===== config.mk =====
export PLATFORM = sky130hd
export DESIGN_NAME = ir_receiver
export DESIGN_NICKNAME = d
export VERILOG_FILES = /design/src/rtl/ir_pkg.sv /design/src/rtl/ir_rx_edge_sync.sv /design/src/rtl/ir_receiver.sv
export SDC_FILE = /design/constraint.sdc
export NUM_CORES = 1
export LEC_CHECK = 0
export CAP_MARGIN = 20
export CELL_PAD_IN_SITES_DETAIL_PLACEMENT = 0
export CELL_PAD_IN_SITES_GLOBAL_PLACEMENT = 1
export CORE_UTILIZATION = 40
export DETAILED_ROUTE_END_ITERATION = 16
export PLACE_DENSITY_LB_ADDON = 0.25
export SYNTH_ARGS = -nofsm -noshare
export SYNTH_HDL_FRONTEND = slang
export SYNTH_SLANG_ARGS = --single-unit
export TNS_END_PERCENT = 50

===== constraint.sdc =====
create_clock -name clock -period 4.21 [get_ports clock]
set_clock_uncertainty 0.05 [all_clocks]
set_input_delay 0.421 -clock clock [delete_from_list [all_inputs] [get_ports clock]]
set_output_delay 0.421 -clock clock [all_outputs]
set_load 0.01 [all_outputs]

===== src/rtl/ir_pkg.sv =====
// Shared IR link definitions: FSM states, frame constants in units of BASE_DELAY,
// and the acceptance-window bounds the receiver classifies intervals against.
package ir_pkg;

  typedef enum logic [2:0] {
    IR_IDLE,
    IR_START,
    IR_SPACE,
    IR_MARK,
    IR_STOP
  } ir_state_e;

  localparam int IR_WORD_W   = 32;
  localparam int IR_START_U  = 2;
  localparam int IR_SPACE0_U = 1;
  localparam int IR_SPACE1_U = 3;
  localparam int IR_MARK_U   = 1;
  localparam int IR_STOP_U   = 3;

  // Start window is [3U/2, 5U/2): +/-25% around the 2U nominal.
  function automatic int start_lo(input int u);
    return (3 * IR_START_U * u) / 4;
  endfunction

  function automatic int start_hi(input int u);
    return (5 * IR_START_U * u) / 4;
  endfunction

  // Short intervals (nominal 1U) accept [U/2, 2U).
  function automatic int short_lo(input int units, input int u);
    return (units * u) / 2;
  endfunction

  function automatic int short_hi(input int units, input int u);
    return 2 * units * u;
  endfunction

  // Long intervals (nominal 3U) accept [2U, 4U).
  function automatic int long_lo(input int units, input int u);
    return (units - 1) * u;
  endfunction

  function automatic int long_hi(input int units, input int u);
    return (units + 1) * u;
  endfunction

  function automatic logic in_window(input int w, input int lo, input int hi);
    return (w >= lo) && (w < hi);
  endfunction

endpackage


===== src/rtl/ir_rx_edge_sync.sv =====
// Two-flop synchroniser for the raw IR line plus single-cycle rise/fall pulses
// derived from the synchronised level.
module ir_rx_edge_sync (
  input  logic clock,
  input  logic reset,
  input  logic rx_port,
  output logic rise,
  output logic fall
);

  logic meta_q, meta_d;
  logic sync_q, sync_d;
  logic prev_q, prev_d;

  always_comb begin
    meta_d = rx_port;
    sync_d = meta_q;
    prev_d = sync_q;
  end

  always_ff @(posedge clock) begin
    if (reset) begin
      meta_q <= 1'b0;
      sync_q <= 1'b0;
      prev_q <= 1'b0;
    end else begin
      meta_q <= meta_d;
      sync_q <= sync_d;
      prev_q <= prev_d;
    end
  end

  assign rise = sync_q & ~prev_q;
  assign fall = ~sync_q & prev_q;

endmodule


===== src/rtl/ir_receiver.sv =====
// Pulse-distance IR frame decoder: measures each mark/space on the synchronised
// line, classifies it against BASE_DELAY windows and assembles a 32-bit word.
module ir_receiver
  import ir_pkg::*;
#(
  parameter int BASE_DELAY = 250
) (
  input  logic                 clock,
  input  logic                 reset,
  input  logic                 rx_port,
  output logic [IR_WORD_W-1:0] rx_data,
  output logic                 rx_valid,
  output logic                 rx_error,
  output logic                 rx_busy
);

  localparam int CNT_MAX  = 4 * BASE_DELAY;
  localparam int CNT_W    = $clog2(CNT_MAX + 1);
  localparam int ST_LO    = start_lo(BASE_DELAY);
  localparam int ST_HI    = start_hi(BASE_DELAY);
  localparam int SP0_LO   = short_lo(IR_SPACE0_U, BASE_DELAY);
  localparam int SP0_HI   = short_hi(IR_SPACE0_U, BASE_DELAY);
  localparam int SP1_LO   = long_lo(IR_SPACE1_U, BASE_DELAY);
  localparam int SP1_HI   = long_hi(IR_SPACE1_U, BASE_DELAY);
  localparam int MK_LO    = short_lo(IR_MARK_U, BASE_DELAY);
  localparam int MK_HI    = short_hi(IR_MARK_U, BASE_DELAY);
  localparam int STP_LO   = long_lo(IR_STOP_U, BASE_DELAY);
  localparam int STP_HI   = long_hi(IR_STOP_U, BASE_DELAY);

  logic rise, fall;

  ir_rx_edge_sync u_edge_sync (
    .clock  (clock),
    .reset  (reset),
    .rx_port(rx_port),
    .rise   (rise),
    .fall   (fall)
  );

  ir_state_e            state_q, state_d;
  logic [CNT_W-1:0]     cnt_q, cnt_d;
  logic [4:0]           bit_cnt_q, bit_cnt_d;
  logic [IR_WORD_W-1:0] shift_q, shift_d;
  logic [IR_WORD_W-1:0] rx_data_q, rx_data_d;
  logic                 valid_q, valid_d;
  logic                 error_q, error_d;
  logic                 busy_q, busy_d;
  logic                 edge_seen, timeout, bad;
  int                   width;

  always_comb begin
    width     = int'(cnt_q);
    edge_seen = rise | fall;
    // An edge landing on the saturation cycle is classified (and rejected), not timed out.
    timeout   = (cnt_q == CNT_W'(CNT_MAX)) && !edge_seen;
    if (edge_seen)                        cnt_d = CNT_W'(1);
    else if (cnt_q == CNT_W'(CNT_MAX))    cnt_d = cnt_q;
    else                                  cnt_d = cnt_q + CNT_W'(1);

    state_d   = state_q;
    bit_cnt_d = bit_cnt_q;
    shift_d   = shift_q;
    rx_data_d = rx_data_q;
    valid_d   = 1'b0;
    error_d   = 1'b0;
    busy_d    = busy_q;
    bad       = 1'b0;

    case (state_q)
      IR_IDLE: if (rise) begin
        state_d = IR_START;
        busy_d  = 1'b1;
      end
      IR_START: if (fall) begin
        if (in_window(width, ST_LO, ST_HI)) begin
          state_d   = IR_SPACE;
          bit_cnt_d = 5'd31;
        end else bad = 1'b1;
      end
      IR_SPACE: if (rise) begin
        if (in_window(width, SP0_LO, SP0_HI))      shift_d = {shift_q[IR_WORD_W-2:0], 1'b0};
        else if (in_window(width, SP1_LO, SP1_HI)) shift_d = {shift_q[IR_WORD_W-2:0], 1'b1};
        else                                       bad     = 1'b1;
        state_d = (bit_cnt_q == 5'd0) ? IR_STOP : IR_MARK;
      end
      IR_MARK: if (fall) begin
        if (in_window(width, MK_LO, MK_HI)) begin
          bit_cnt_d = bit_cnt_q - 5'd1;
          state_d   = IR_SPACE;
        end else bad = 1'b1;
      end
      IR_STOP: if (fall) begin
        if (in_window(width, STP_LO, STP_HI)) begin
          rx_data_d = shift_q;
          valid_d   = 1'b1;
          busy_d    = 1'b0;
          state_d   = IR_IDLE;
        end else bad = 1'b1;
      end
      default: state_d = IR_IDLE;
    endcase

    if (state_q != IR_IDLE && (bad || timeout)) begin
      state_d = IR_IDLE;
      error_d = 1'b1;
      busy_d  = 1'b0;
    end
  end

  always_ff @(posedge clock) begin
    if (reset) begin
      state_q   <= IR_IDLE;
      cnt_q     <= '0;
      bit_cnt_q <= '0;
      rx_data_q <= '0;
      valid_q   <= 1'b0;
      error_q   <= 1'b0;
      busy_q    <= 1'b0;
    end else begin
      state_q   <= state_d;
      cnt_q     <= cnt_d;
      bit_cnt_q <= bit_cnt_d;
      rx_data_q <= rx_data_d;
      valid_q   <= valid_d;
      error_q   <= error_d;
      busy_q    <= busy_d;
    end
  end

  always_ff @(posedge clock) begin
    shift_q <= shift_d;
  end

  assign rx_data  = rx_data_q;
  assign rx_valid = valid_q;
  assign rx_error = error_q;
  assign rx_busy  = busy_q;

endmodule


# Word-level counts from Yosys, hierarchy flattened
# Index checks and enable logic that the tools add are counted.
dict set report classes {
  add_sub_neg 2
  n_mul 0
  div_mod_pow 0
  n_lt_le_gt_ge 6
  n_eq_ne 14
  shift 0
  mux 34
  bitwise_logic 7
  reduce_logical 21
}
# op count
set op_table {}
lappend op_table {{$mux 32} 2}
lappend op_table {{$mux 3} 9}
lappend op_table {{$ge 10x9->1 const B} 2}
lappend op_table {{$lt 10x10->1 const B} 2}
lappend op_table {{$mux 5} 4}
lappend op_table {{$ne 2x2->1 const B} 9}
lappend op_table {{$mux 1} 15}
lappend op_table {{$pmux 3 s5} 1}
lappend op_table {{$add 10x1->10 const B} 1}
lappend op_table {{$eq 10x10->1 const B} 1}
lappend op_table {{$ge 10x7->1 const B} 1}
lappend op_table {{$lt 10x9->1 const B} 1}
lappend op_table {{$pmux 5 s2} 1}
lappend op_table {{$reduce_and 8->1} 1}
lappend op_table {{$eq 3x2->1 const B} 2}
lappend op_table {{$reduce_and 3->1} 2}
lappend op_table {{$reduce_bool 2->1} 3}
lappend op_table {{$logic_and 1x1->1} 5}
lappend op_table {{$logic_not 5->1} 1}
lappend op_table {{$reduce_and 5->1} 1}
lappend op_table {{$sub 5x1->5 const B} 1}
lappend op_table {{$not 1->1} 4}
lappend op_table {{$pmux 1 s4} 1}
lappend op_table {{$reduce_and 4->1} 1}
lappend op_table {{other kinds (11)} 13}
dict set report word_totals {
  ff_bits 88
  latch_bits 0
  mem_bits_rw 0
  romBits 0
  in_bits 3
  out_inout_bits 35
  wordCells 97
  mem_count 0
}

# Logic depth before layout (Yosys ltp)
# Gate-level depths: netlist of the first run.
dict set report logic_depth {
  ltp_word 9
  ltp_mapped 9
  ltp_nobuf 7
}

# By module
# A second synthesis of the first run with hierarchy kept.
dict set report unflattened {
  hier_cells 336
  hier_area_um2 3427.0
}
# module instances cells_per_inst area_per_inst_um2 seq_area_each_um2
set modules_own_cells {}
lappend modules_own_cells {ir_receiver 1 328 3335.7 2021.9}
lappend modules_own_cells {ir_rx_edge_sync 1 8 91.3 60.1}

# Worst setup path after synthesis of the first run
# No wires, ideal clock.
dict set report synth_path {
  path_kind {register to register}
  from {register u_edge_sync.prev_q}
  to {register shift_q[0] (enable)}
  setup_time_ns 0.468
  t_arrival_ns 3.396
  required_time_ns 3.692
  setup_slack_ns 0.296
  path_stages_with_launch 5
  synth_period_minus_slack_ns 3.914
  path_cell_list {dfxtp_1 > inv_1 > ha_1 > nor4bb_1 > nor3b_1}
}
dict set report synth_between {
  elab_chain_cells 3
}
# element line_no
set synth_rtl {}
lappend synth_rtl {{from (decl)} ir_rx_edge_sync.sv:13} ;# logic prev_q, prev_d;
lappend synth_rtl {{from (signal assigned)} ir_rx_edge_sync.sv:29} ;# prev_q <= prev_d;
lappend synth_rtl {{$not 1->1} ir_rx_edge_sync.sv:33} ;# assign rise = sync_q & ~prev_q;
lappend synth_rtl {{$and 1x1->1} ir_rx_edge_sync.sv:33}
lappend synth_rtl {{$reduce_and 3->1 (no line)} -}
lappend synth_rtl {{to (signal assigned)} ir_receiver.sv:131} ;# shift_q <= shift_d;
lappend synth_rtl {{to (decl)} ir_receiver.sv:43} ;# logic [IR_WORD_W-1:0] shift_q, shift_d;
# Every way passes these cells.
# A chain may end at the register's enable or synchronous reset.

# Final worst setup path of the first run
dict set report layout_path {
  from {register cnt_q[7]}
  to {register rx_data_q[3] (netlist: rx_data[3])}
}
dict set report layout_between {
  elab_chain_cells 3
  word_cells_on_any_way 4
  cone_classes {order compare (2); reduce/logical (2)}
}
# element line_no
set layout_rtl {}
lappend layout_rtl {{from (decl)} ir_receiver.sv:41} ;# logic [CNT_W-1:0] cnt_q, cnt_d;
lappend layout_rtl {{from (signal assigned)} ir_receiver.sv:121} ;# cnt_q <= cnt_d;
lappend layout_rtl {{$ge 10x9->1 / $lt 10x10->1 (equally long branches)} ir_pkg.sv:48} ;# return (w >= lo) && (w < hi);
lappend layout_rtl {{$logic_and 1x1->1 *} ir_pkg.sv:48}
lappend layout_rtl {{$reduce_and 3->1 (no line) *} -}
lappend layout_rtl {{to (signal assigned)} ir_receiver.sv:123} ;# rx_data_q <= rx_data_d;
lappend layout_rtl {{to (decl)} ir_receiver.sv:44} ;# logic [IR_WORD_W-1:0] rx_data_q, rx_data_d;
# Every way passes the cells marked *; elsewhere a longest branch is shown, timed or not.

==> qor.txt, run 1 <==
status -> complete, no violations
Slew headroom -> 60.7%
worst min path class -> reg -> reg
highest-delay cell along the critical path -> or4_1
total CTS buffers -> 9
Resize count post-CTS -> 0
initial detailed-routing violation count -> 88
final cell count without fillers -> 492
number of H-tree levels -> 3
CTS tree -> done
Max Cap Viol -> 0
sequential group share of total power -> 57.1%
later-pin clock latency in the skew report -> 350 ps
register area share after synthesis -> 57.9%
drt pass-1 iters -> 5
Internal Power -> 1.19 mW
Sw Ratio -> 23.6%
Rows -> 34
RSZ-0062 raised after global routing -> no
CP endpoint kind -> flip-flop
post-synthesis register bit count -> 88
power density cells -> 366 mW/mm^2
area grow syn2layout -> 18.3%
DP Cell Count -> 476
CP peak stage delay -> 730 ps
Register Area -> 0.00208 mm^2
Startpoint Class -> flip-flop
initial antenna violation count -> 0
CP Cell Sequence -> o211a_1 > a21oi_4 > or4_1 > buf_16 > nand2_1 > a21oi_1
Cell Area, Synth -> 0.00360 mm^2
area leader, netlist -> dfxtp_1
Crit path buffers/inverters -> 1
Antenna Nets Post-Route -> 0
cts hold-fix bufs -> 0
I/O pins -> 38
multi-input logic area -> 0.00137 mm^2
grt ovf -> 0
share of layout cells above drive strength 1 -> 10.7%
pin count of the biggest net entering global routing -> 46
HPWL after detailed placement -> 4420 um
Top delay family on crit path -> simple AND/OR/NAND/NOR gates
die height -> 96.8 um
Setup CP Type -> reg -> reg
Tot GR Track Use -> 15.0%
worst path arrival time -> 2430 ps
syn avg cell area -> 10.3 um^2
post-synth cell types -> 55
vias in the first global route -> 2,328
first-pass GRT wire length -> 11,300 um
clock share of power -> 38.6%
DR vias -> 2,510
Avg Vias per Cell -> 5.10
core area -> 0.00872 mm^2
yosys warns -> 0
Max Slew Vio Count -> 0
# DRC -> 0
sw power -> 0.367 mW
RD Place Congestion -> 0.846
final worst slack -> 1940 ps
Horiz. Die Dim -> 96.8 um
CP Max Fanout -> 25
final number of hold-violating endpoints -> 0
Reg clk slew, reported paths -> 100 ps
Finished Core Util -> 48.8%
synth top area cells -> dfxtp_1 (31%), edfxtp_1 (27%), nand2_1 (7.6%)
post-place setup slack -> 1940 ps
drt total wl -> 6770 um
initial core utilization -> 41.2%
CP required -> 4370 ps
Synthesized Nets -> 358
Setup Buffers After CTS -> 0
ANT cells -> 0
leak pwr -> 1.48 nW
clock root cell -> clkbuf_8
# fillers -> 808
Setup TNS Final -> 0 ps
# setup viols final -> 0
clk sinks -> 88
CTS Buffer Depth -> 2
WHS -> 399 ps
peak supply drop -> 0.221 mV
Comb power frac -> 4.3%
fin crit share -> 53.8%
Max Freq -> 0.441 GHz
Nets -> 389
port buffer count -> 37
worst-margin pin slew -> 581 ps
DR WL/cell -> 13.8 um
min Tclk post-route -> 2270 ps
Yosys top cell area share -> 31.2%
Die Footprint -> 0.00938 mm^2
Syn Inst Count -> 348
==> power by group through the flow <==
| stage | sequential [mW] | clock (mW) | combinational, mW |
|---|---|---|---|
| floorplan | 0.906 | 0 | 0.0518 |
| global placement | 0.909 | 0 | 0.0664 |
| detailed placement | 0.909 | 0 | 0.0666 |
| CTS | 0.889 | 0.623 | 0.0672 |
| global route | 0.890 | 0.658 | 0.0741 |
| finish | 0.889 | 0.601 | 0.0665 |
==> cells in the mapped netlist, drive strengths merged <==
cell type / count
xor2: 5
edfxtp: 32
nand3: 7
nor3: 8
a21bo: 1
clkbuf: 7
a2111oi: 1
o21ai: 1
o21bai: 1
buf: 14
nor3b: 4
mux2i: 1
a41o: 1
nand2b: 3
a31oi: 5
or2: 2
a31o: 4
dfxtp: 56
xnor2: 4
a21o: 3
ha: 7
or4: 2
o31ai: 1
a221oi: 1
o211a: 1
nor4bb: 1
nor4: 1
nand4: 5
a311oi: 2
a22oi: 2
or3b: 2
o21ba: 1
nand2: 73
nand3b: 2
or3: 1
and2: 2
a21oi: 40
a211oi: 3
and3: 3
nor2: 21
inv: 11
a2bb2oi: 1
nor2b: 5
==> area by class of cell <==
type,instances,area share (%)
clock buffers,9,2.91
inverters,11,0.971
multi-input cells,228,32.3
flip-flops and latches,88,48.9
repair buffers,41,9.88
well taps,108,3.18
clock inverters,7,1.85
==> sequential cells by signal, indices dropped and copies added (netlist names) <==
register / flops
bit_cnt_q: 5
cnt_q: 10
rx_busy: 1
rx_data: 32
rx_error: 1
rx_valid: 1
shift_q: 32
state_q: 3
u_edge_sync.meta_q: 1
u_edge_sync.prev_d: 1
u_edge_sync.prev_q: 1
==> stage by stage <==
stage,power (mW),instance area (um^2)
floorplan,0.958,3600
global placement,0.975,4020
detailed placement,0.975,4050
CTS,1.58,4250
global route,1.62,4250
finish,1.56,4250
==> worst register-to-register path: cells and delay by family (launching register included) <==
family,cells,cell delay [ps]
buf+inv,1,260
compound gates,3,450
simple gates,2,810
flops,1,560
==> logic make-up after synthesis <==
group | Yosys count | synth area share, %
AOI/OAI and AO/OA | 69 | 13.8
xor gates and xnor gates | 9 | 2.19
adders and majority gates | 7 | 2.43
buffers and inverters | 32 | 4.35
DFF | 88 | 57.9
muxes | 1 | 0.278
and+or+nand+nor | 142 | 19.0
==> layer usage <==
layer	track usage, %	vias to the layer above	routed length (um)
met1	19.9	1192	3340
met2	23.1	45	3110
met5	0	-	0
li1	-	1264	-
met4	6.31	0	98
met3	3.97	9	230
==> placed cells by master, fill, tap and decap left out, types with 3 or more instances in the layout <==
cell	n
xnor2_1	4
nand4_1	5
buf_4	3
nand3_1	6
nor2b_1	4
a21oi_1	38
a31oi_1	5
dfxtp_1	56
ha_1	7
xor2_1	5
nor2_1	21
clkdlybuf4s50_1	37
edfxtp_1	32
nand2_1	73
a211oi_2	3
nor3_1	7
inv_1	11
a21o_1	3
nand2b_1	3
a31o_2	3
clkbuf_8	9
==> final timing paths <==
path                                  from                             to  slack [ps]  cells past startpoint
min          u_edge_sync.meta_q$_SDFF_PP0_  u_edge_sync.prev_d$_SDFF_PP0_         400                      1
min reg2reg  u_edge_sync.meta_q$_SDFF_PP0_  u_edge_sync.prev_d$_SDFF_PP0_         400                      1
max                  cnt_q[7]$_SDFFE_PP0N_        rx_data[3]$_SDFFE_PP0P_        1940                      6
max reg2reg          cnt_q[7]$_SDFFE_PP0N_        rx_data[3]$_SDFFE_PP0P_        1940                      6
Power figures use the tool's default switching activity.
==> inputs of run 2 (changes only) <==
- CORE_UTILIZATION: 40 -> 44
- clock period: 4.21 -> 2.34 ns (I/O delays scaled with it)
==> run 2 against run 1 <==
Utilization up 5.7 points. Sequential share of layout area barely moved. Fmax rose by 6.4%. Largest power group unchanged.
==> qor.txt, run 2 (synthesis results as in run 1) <==
status -> complete, no violations (unchanged)
Routed met2 length -> 3360 um (was 3110 um)
HPWL after detailed placement -> 4530 um (was 4420 um)
Setup Buffers After CTS -> 0 (unchanged)
# setup viols final -> 0 (unchanged)
CP Max Fanout -> 9 (was 25)
worst path arrival time -> 2370 ps (was 2430 ps)
cts hold-fix bufs -> 0 (unchanged)
drt pass-1 iters -> 4 (was 5)
Antenna Nets Post-Route -> 0 (unchanged)
Nets -> 393 (was 389)
worst min path class -> in -> reg (was reg -> reg)
worst-margin pin slew -> 570 ps (was 581 ps)
port buffer count -> 37 (unchanged)
Tot GR Track Use -> 17.5% (was 15.0%)
most frequent cells in the layout -> nand2_1 (73), dfxtp_1 (56), a21oi_1 (38) (unchanged)
clk sinks -> 88 (unchanged)
initial detailed-routing violation count -> 130 (was 88)
RSZ-0062 raised after global routing -> no (unchanged)
clock root cell -> clkbuf_8 (unchanged)
Placement Cell Area -> 0.00408 mm^2 (was 0.00405 mm^2)
most common cell after layout, fill and taps aside -> nand2_1 (unchanged)
Max Slew Vio Count -> 0 (unchanged)
peak supply drop -> 0.380 mV (was 0.221 mV)
WHS -> 397 ps (was 399 ps)
later-pin clock latency in the skew report -> 350 ps (about the same)
Max Freq -> 0.470 GHz (was 0.441 GHz)
die height -> 92.4 um (was 96.8 um)
fin crit share -> 91.0% (was 53.8%)
CP required -> 2580 ps (was 4370 ps)
final cell count without fillers -> 490 (was 492)
I/O pins -> 38 (unchanged)
initial core utilization -> 46.1% (was 41.2%)
ANT cells -> 0 (unchanged)
DR WL/cell -> 14.1 um (was 13.8 um)
Setup CP Type -> reg -> reg (unchanged)
DR vias -> 2,569 (was 2,510)
Horiz. Die Dim -> 92.4 um (was 96.8 um)
DRT met1 WL -> 3270 um (was 3340 um)
Resize count post-CTS -> 0 (unchanged)
final std cell area, no fill -> 0.00426 mm^2 (was 0.00425 mm^2)
# DRC -> 0 (unchanged)
Max Cap Viol -> 0 (unchanged)
grt ovf -> 0 (unchanged)
share of layout cells above drive strength 1 -> 11.9% (was 10.7%)
Rows -> 32 (was 34)
Startpoint Class -> flip-flop (unchanged)
leak pwr -> 1.48 nW (about the same)
CTS Buffer Depth -> 2 (unchanged)
area grow syn2layout -> 18.3% (about the same)
WL met3 -> 237 um (was 230 um)
min Tclk post-route -> 2130 ps (was 2270 ps)
power density cells -> 630 mW/mm^2 (was 366 mW/mm^2)
Reg clk slew, reported paths -> 90 ps (was 100 ps)
Die Footprint -> 0.00854 mm^2 (was 0.00938 mm^2)
total CTS buffers -> 9 (unchanged)
# fillers -> 734 (was 808)
Slew headroom -> 61.7% (was 60.7%)
Avg Vias per Cell -> 5.24 (was 5.10)
first-pass GRT wire length -> 11,700 um (was 11,300 um)
top routing layer used -> met4 (unchanged)
DP Cell Count -> 474 (was 476)
RD Place Congestion -> 0.824 (was 0.846)
initial antenna violation count -> 0 (unchanged)
pin count of the biggest net entering global routing -> 43 (was 46)
Setup TNS Final -> 0 ps (unchanged)
drt total wl -> 6920 um (was 6770 um)
core area -> 0.00781 mm^2 (was 0.00872 mm^2)
CTS tree -> done (unchanged)
vias in the first global route -> 2,431 (was 2,328)
number of H-tree levels -> 3 (unchanged)
final number of hold-violating endpoints -> 0 (unchanged)
CP endpoint kind -> flip-flop (unchanged)
run 2: cell count changes in the layout (fill, tap and decap cells not counted), sizes merged:
cell      delta
buf          +4
clkinv       -1
bufinv       -1
clkinvlp     +1
clkbuf       +1
run 2: area by class of cell:
cell class	count	area (um^2)	share of cell area (%)
Clock buffer	10	128	3.00
Inverter	11	41.3	0.970
Timing Repair Buffer	45	443	10.4
Clock inverter	6	50.0	1.18
Tap cell	102	128	3.00
Multi-Input combinational cell	228	1390	32.5
Sequential cell	88	2080	48.9
run 2: layer usage:
| layer | global-route usage [%] | vias up |
|---|---|---|
| met3 | 5.25 | 4 |
| met4 | 4.04 | 0 |
| met2 | 28.4 | 57 |
| li1 | - | 1274 |
| met5 | 0 | - |
| met1 | 22.8 | 1234 |
run 2: critical path, stage by stage, from the launching register on:
cell	delay, ps
dfxtp_1	410
inv_1	110
ha_1	220
or3_1	320
a21oi_2	230
a22oi_4	160
a221oi_4	390
o21ba_1	180
run 2: path summary, 6_finish.rpt:
check	startpoint	to	slack, ps	cells past startpoint
worst min-delay path	rx_port	u_edge_sync.meta_q$_SDFF_PP0_	400	2
worst max register to register	cnt_q[0]$_SDFFE_PP0P_	rx_error$_SDFF_PP0_	210	7
worst min register to register	shift_q[13]$_DFFE_PP_	shift_q[14]$_DFFE_PP_	400	0
worst max-delay path	cnt_q[0]$_SDFFE_PP0P_	rx_error$_SDFF_PP0_	210	7
run 2: stage by stage:
| step | util [%] | setup slack (ps) | power (mW) |
|---|---|---|---|
| after floorplan | - | 44.6 | 1.72 |
| after global placement | 52.2 | 256 | 1.76 |
| after detailed placement | 52.2 | 200 | 1.76 |
| after CTS | 54.5 | 174 | 2.72 |
| after global routing | 54.5 | 74.0 | 2.79 |
| final | 54.5 | 211 | 2.68 |
run 2: report_power, final:
part / switching, mW / internal [mW]
Combinational: 0.0726 / 0.0478
Clock: 0.560 / 0.400
Sequential: 0.0160 / 1.58
==> inputs of run 3 (changes only) <==
- CORE_MARGIN: unset -> 5
==> run 3 against run 2 <==
Global-route usage is 2.9 points lower. Largest power group unchanged. Clock power down 4.8%. Hold slack got worse by 4.8 ps. Routed wire length rose by 1.9%. Die area up 18%. Total power decreased by 1.5%. Critical path depth stayed put. Count of clock-buffer cells in the layout did not move. Final cell count increased by 0.82%. Sequential power barely moved.
==> qor.txt, run 3 (synthesis results as in run 1) <==
FF-to-FF Start -> cnt_q[0]$_SDFFE_PP0P_ (unchanged)
RD Place Congestion -> 0.786 (was 0.824)
Resize count post-CTS -> 0 (unchanged)
Setup Buffers After CTS -> 0 (unchanged)
power density cells -> 620 mW/mm^2 (was 630 mW/mm^2)
Die Footprint -> 0.0101 mm^2 (was 0.00854 mm^2)
core area -> 0.00809 mm^2 (was 0.00781 mm^2)
Max Cap Viol -> 0 (unchanged)
CTS tree -> done (unchanged)
initial detailed-routing violation count -> 85 (was 130)
CP endpoint kind -> flip-flop (unchanged)
CP required -> 2510 ps (was 2580 ps)
CTS Buffer Depth -> 2 (unchanged)
DR WL/cell -> 14.3 um (was 14.1 um)
status -> complete, no violations (unchanged)
CP peak stage delay -> 400 ps (was 410 ps)
worst min path class -> reg -> reg (was in -> reg)
Tot GR Track Use -> 14.6% (was 17.5%)
initial core utilization -> 44.4% (was 46.1%)
first-pass GRT wire length -> 11,800 um (was 11,700 um)
Slew headroom -> 63.6% (was 61.7%)
most frequent cells in the layout -> nand2_1 (73), dfxtp_1 (56), a21oi_1 (38) (unchanged)
# DRC -> 0 (unchanged)
initial antenna violation count -> 0 (unchanged)
Antenna Nets Post-Route -> 0 (unchanged)
clk sinks -> 88 (unchanged)
hold depth -> 0 (was 2)
ANT cells -> 0 (unchanged)
vias in the first global route -> 2,457 (was 2,431)
# setup viols final -> 0 (unchanged)
port buffer count -> 37 (unchanged)
I/O pins -> 38 (unchanged)
later-pin clock latency in the skew report -> 350 ps (about the same)
worst path arrival time -> 2260 ps (was 2370 ps)
clock root cell -> clkbuf_8 (unchanged)
RSZ-0062 raised after global routing -> no (unchanged)
DR vias -> 2,547 (was 2,569)
Startpoint Class -> flip-flop (unchanged)
peak supply drop -> 0.338 mV (was 0.380 mV)
cts hold-fix bufs -> 0 (unchanged)
Avg Vias per Cell -> 5.16 (was 5.24)
drt pass-1 iters -> 6 (was 4)
most common cell after layout, fill and taps aside -> nand2_1 (unchanged)
area grow syn2layout -> 18.5% (was 18.3%)
hold wc startpoint -> shift_q[18]$_DFFE_PP_ (was rx_port)
Horiz. Die Dim -> 100 um (was 92.4 um)
die height -> 100 um (was 92.4 um)
CP Max Fanout -> 9 (unchanged)
pin count of the biggest net entering global routing -> 34 (was 43)
number of H-tree levels -> 3 (unchanged)
total CTS buffers -> 9 (unchanged)
Setup CP Type -> reg -> reg (unchanged)
Setup TNS Final -> 0 ps (unchanged)
reg2reg path depth -> 7 (unchanged)
share of layout cells above drive strength 1 -> 12.1% (was 11.9%)
Hold Path Sink -> shift_q[19]$_DFFE_PP_ (was u_edge_sync.meta_q$_SDFF_PP0_)
r2r setup slk -> 250 ps (was 210 ps)
final number of hold-violating endpoints -> 0 (unchanged)
Max Slew Vio Count -> 0 (unchanged)
# fillers -> 761 (was 734)
drt total wl -> 7050 um (was 6920 um)
Reg clk slew, reported paths -> 90 ps (about the same)
min Tclk post-route -> 2090 ps (was 2130 ps)
worst-margin pin slew -> 542 ps (was 570 ps)
Rows -> 33 (was 32)
highest-delay cell along the critical path -> dfxtp_1 (unchanged)
Max Freq -> 0.479 GHz (was 0.470 GHz)
Finished Core Util -> 52.7% (was 54.5%)
Nets -> 394 (was 393)
CP Cell Sequence -> inv_1 > ha_1 > or3_1 > a21oi_2 > a22oi_4 > a221oi_4 > nor3_1 (was inv_1 > ha_1 > or3_1 > a21oi_2 > a22oi_4 > a221oi_4 > o21ba_1)
HPWL after detailed placement -> 4680 um (was 4530 um)
leak pwr -> 1.49 nW (was 1.48 nW)
grt ovf -> 0 (unchanged)
RR Endpoint -> state_q[2]$_SDFFE_PP0P_ (was rx_error$_SDFF_PP0_)
fin crit share -> 89.1% (was 91.0%)
-- run 3: cell count changes in the layout (fill, tap and decap cells not counted) --
cell,previous run,this run
clkinv_4,1,2
inv_6,3,1
buf_4,7,8
clkinvlp_4,2,1
clkinv_2,0,2
-- run 3: metal layers --
metal / part of all wire [%] / GRT usage, % / wire length [um]
met1: 47 / 19.4 / 3300
met2: 47 / 23.6 / 3330
met3: 4.4 / 2.50 / 310
met4: 1.5 / 5.91 / 109
met5: 0 / 0 / 0
-- run 3: power breakdown --
part	switching [mW]	internal (mW)	total [mW]
clock	0.524	0.390	0.913
combinational	0.0753	0.0520	0.127
sequential	0.0162	1.58	1.60
total	0.615	2.03	2.64
-- run 3: how the worst max path moves through the flow --
| stage | slack, ps | startpoint | end |
|---|---|---|---|
| after floorplan | 40 | state_q[2]$_SDFFE_PP0P_ | shift_q[0]$_SDFFCE_PP0P_ |
| after global placement | 330 | cnt_q[0]$_SDFFE_PP0P_ | rx_error$_SDFF_PP0_ |
| after detailed placement | 280 | cnt_q[0]$_SDFFE_PP0P_ | state_q[2]$_SDFFE_PP0P_ |
| after CTS | 260 | cnt_q[0]$_SDFFE_PP0P_ | rx_error$_SDFF_PP0_ |
| after global routing | 110 | cnt_q[0]$_SDFFE_PP0P_ | rx_error$_SDFF_PP0_ |
| final | 250 | cnt_q[0]$_SDFFE_PP0P_ | state_q[2]$_SDFFE_PP0P_ |
-- run 3: worst max-delay path, delay by kind of cell, from the launching register on --
family,cells,cell delay [ps]
AND/OR/NAND/NOR,2,440
AO/OA/AOI/OAI,3,750
buffers and inverters,1,110
flip-flops,1,400
adder cells (fa/ha/maj),1,210
-- run 3: stage by stage --
step | instance area, um^2 | setup WS, ps | hold slack, ps | std cells | power (mW)
final | 4260 | 254 | 393 | 494 | 2.64
after CTS | 4260 | 257 | 384 | 494 | 2.68
after global routing | 4260 | 106 | 401 | 494 | 2.76
after global placement | 4090 | 330 | 380 | 478 | 1.76
after detailed placement | 4090 | 281 | 382 | 478 | 1.76
after floorplan | 3610 | 44.6 | 312 | 348 | 1.72
-- run 3: cell type report --
cell class	count	area, um^2	area share (%)
Clock buffer	10	128	2.99
Tap cell	105	131	3.08
Clock inverter	6	43.8	1.03
Sequential cell	88	2080	48.9
Inverter	11	41.3	0.969
Multi-Input combinational cell	228	1390	32.5
Timing Repair Buffer	46	450	10.6
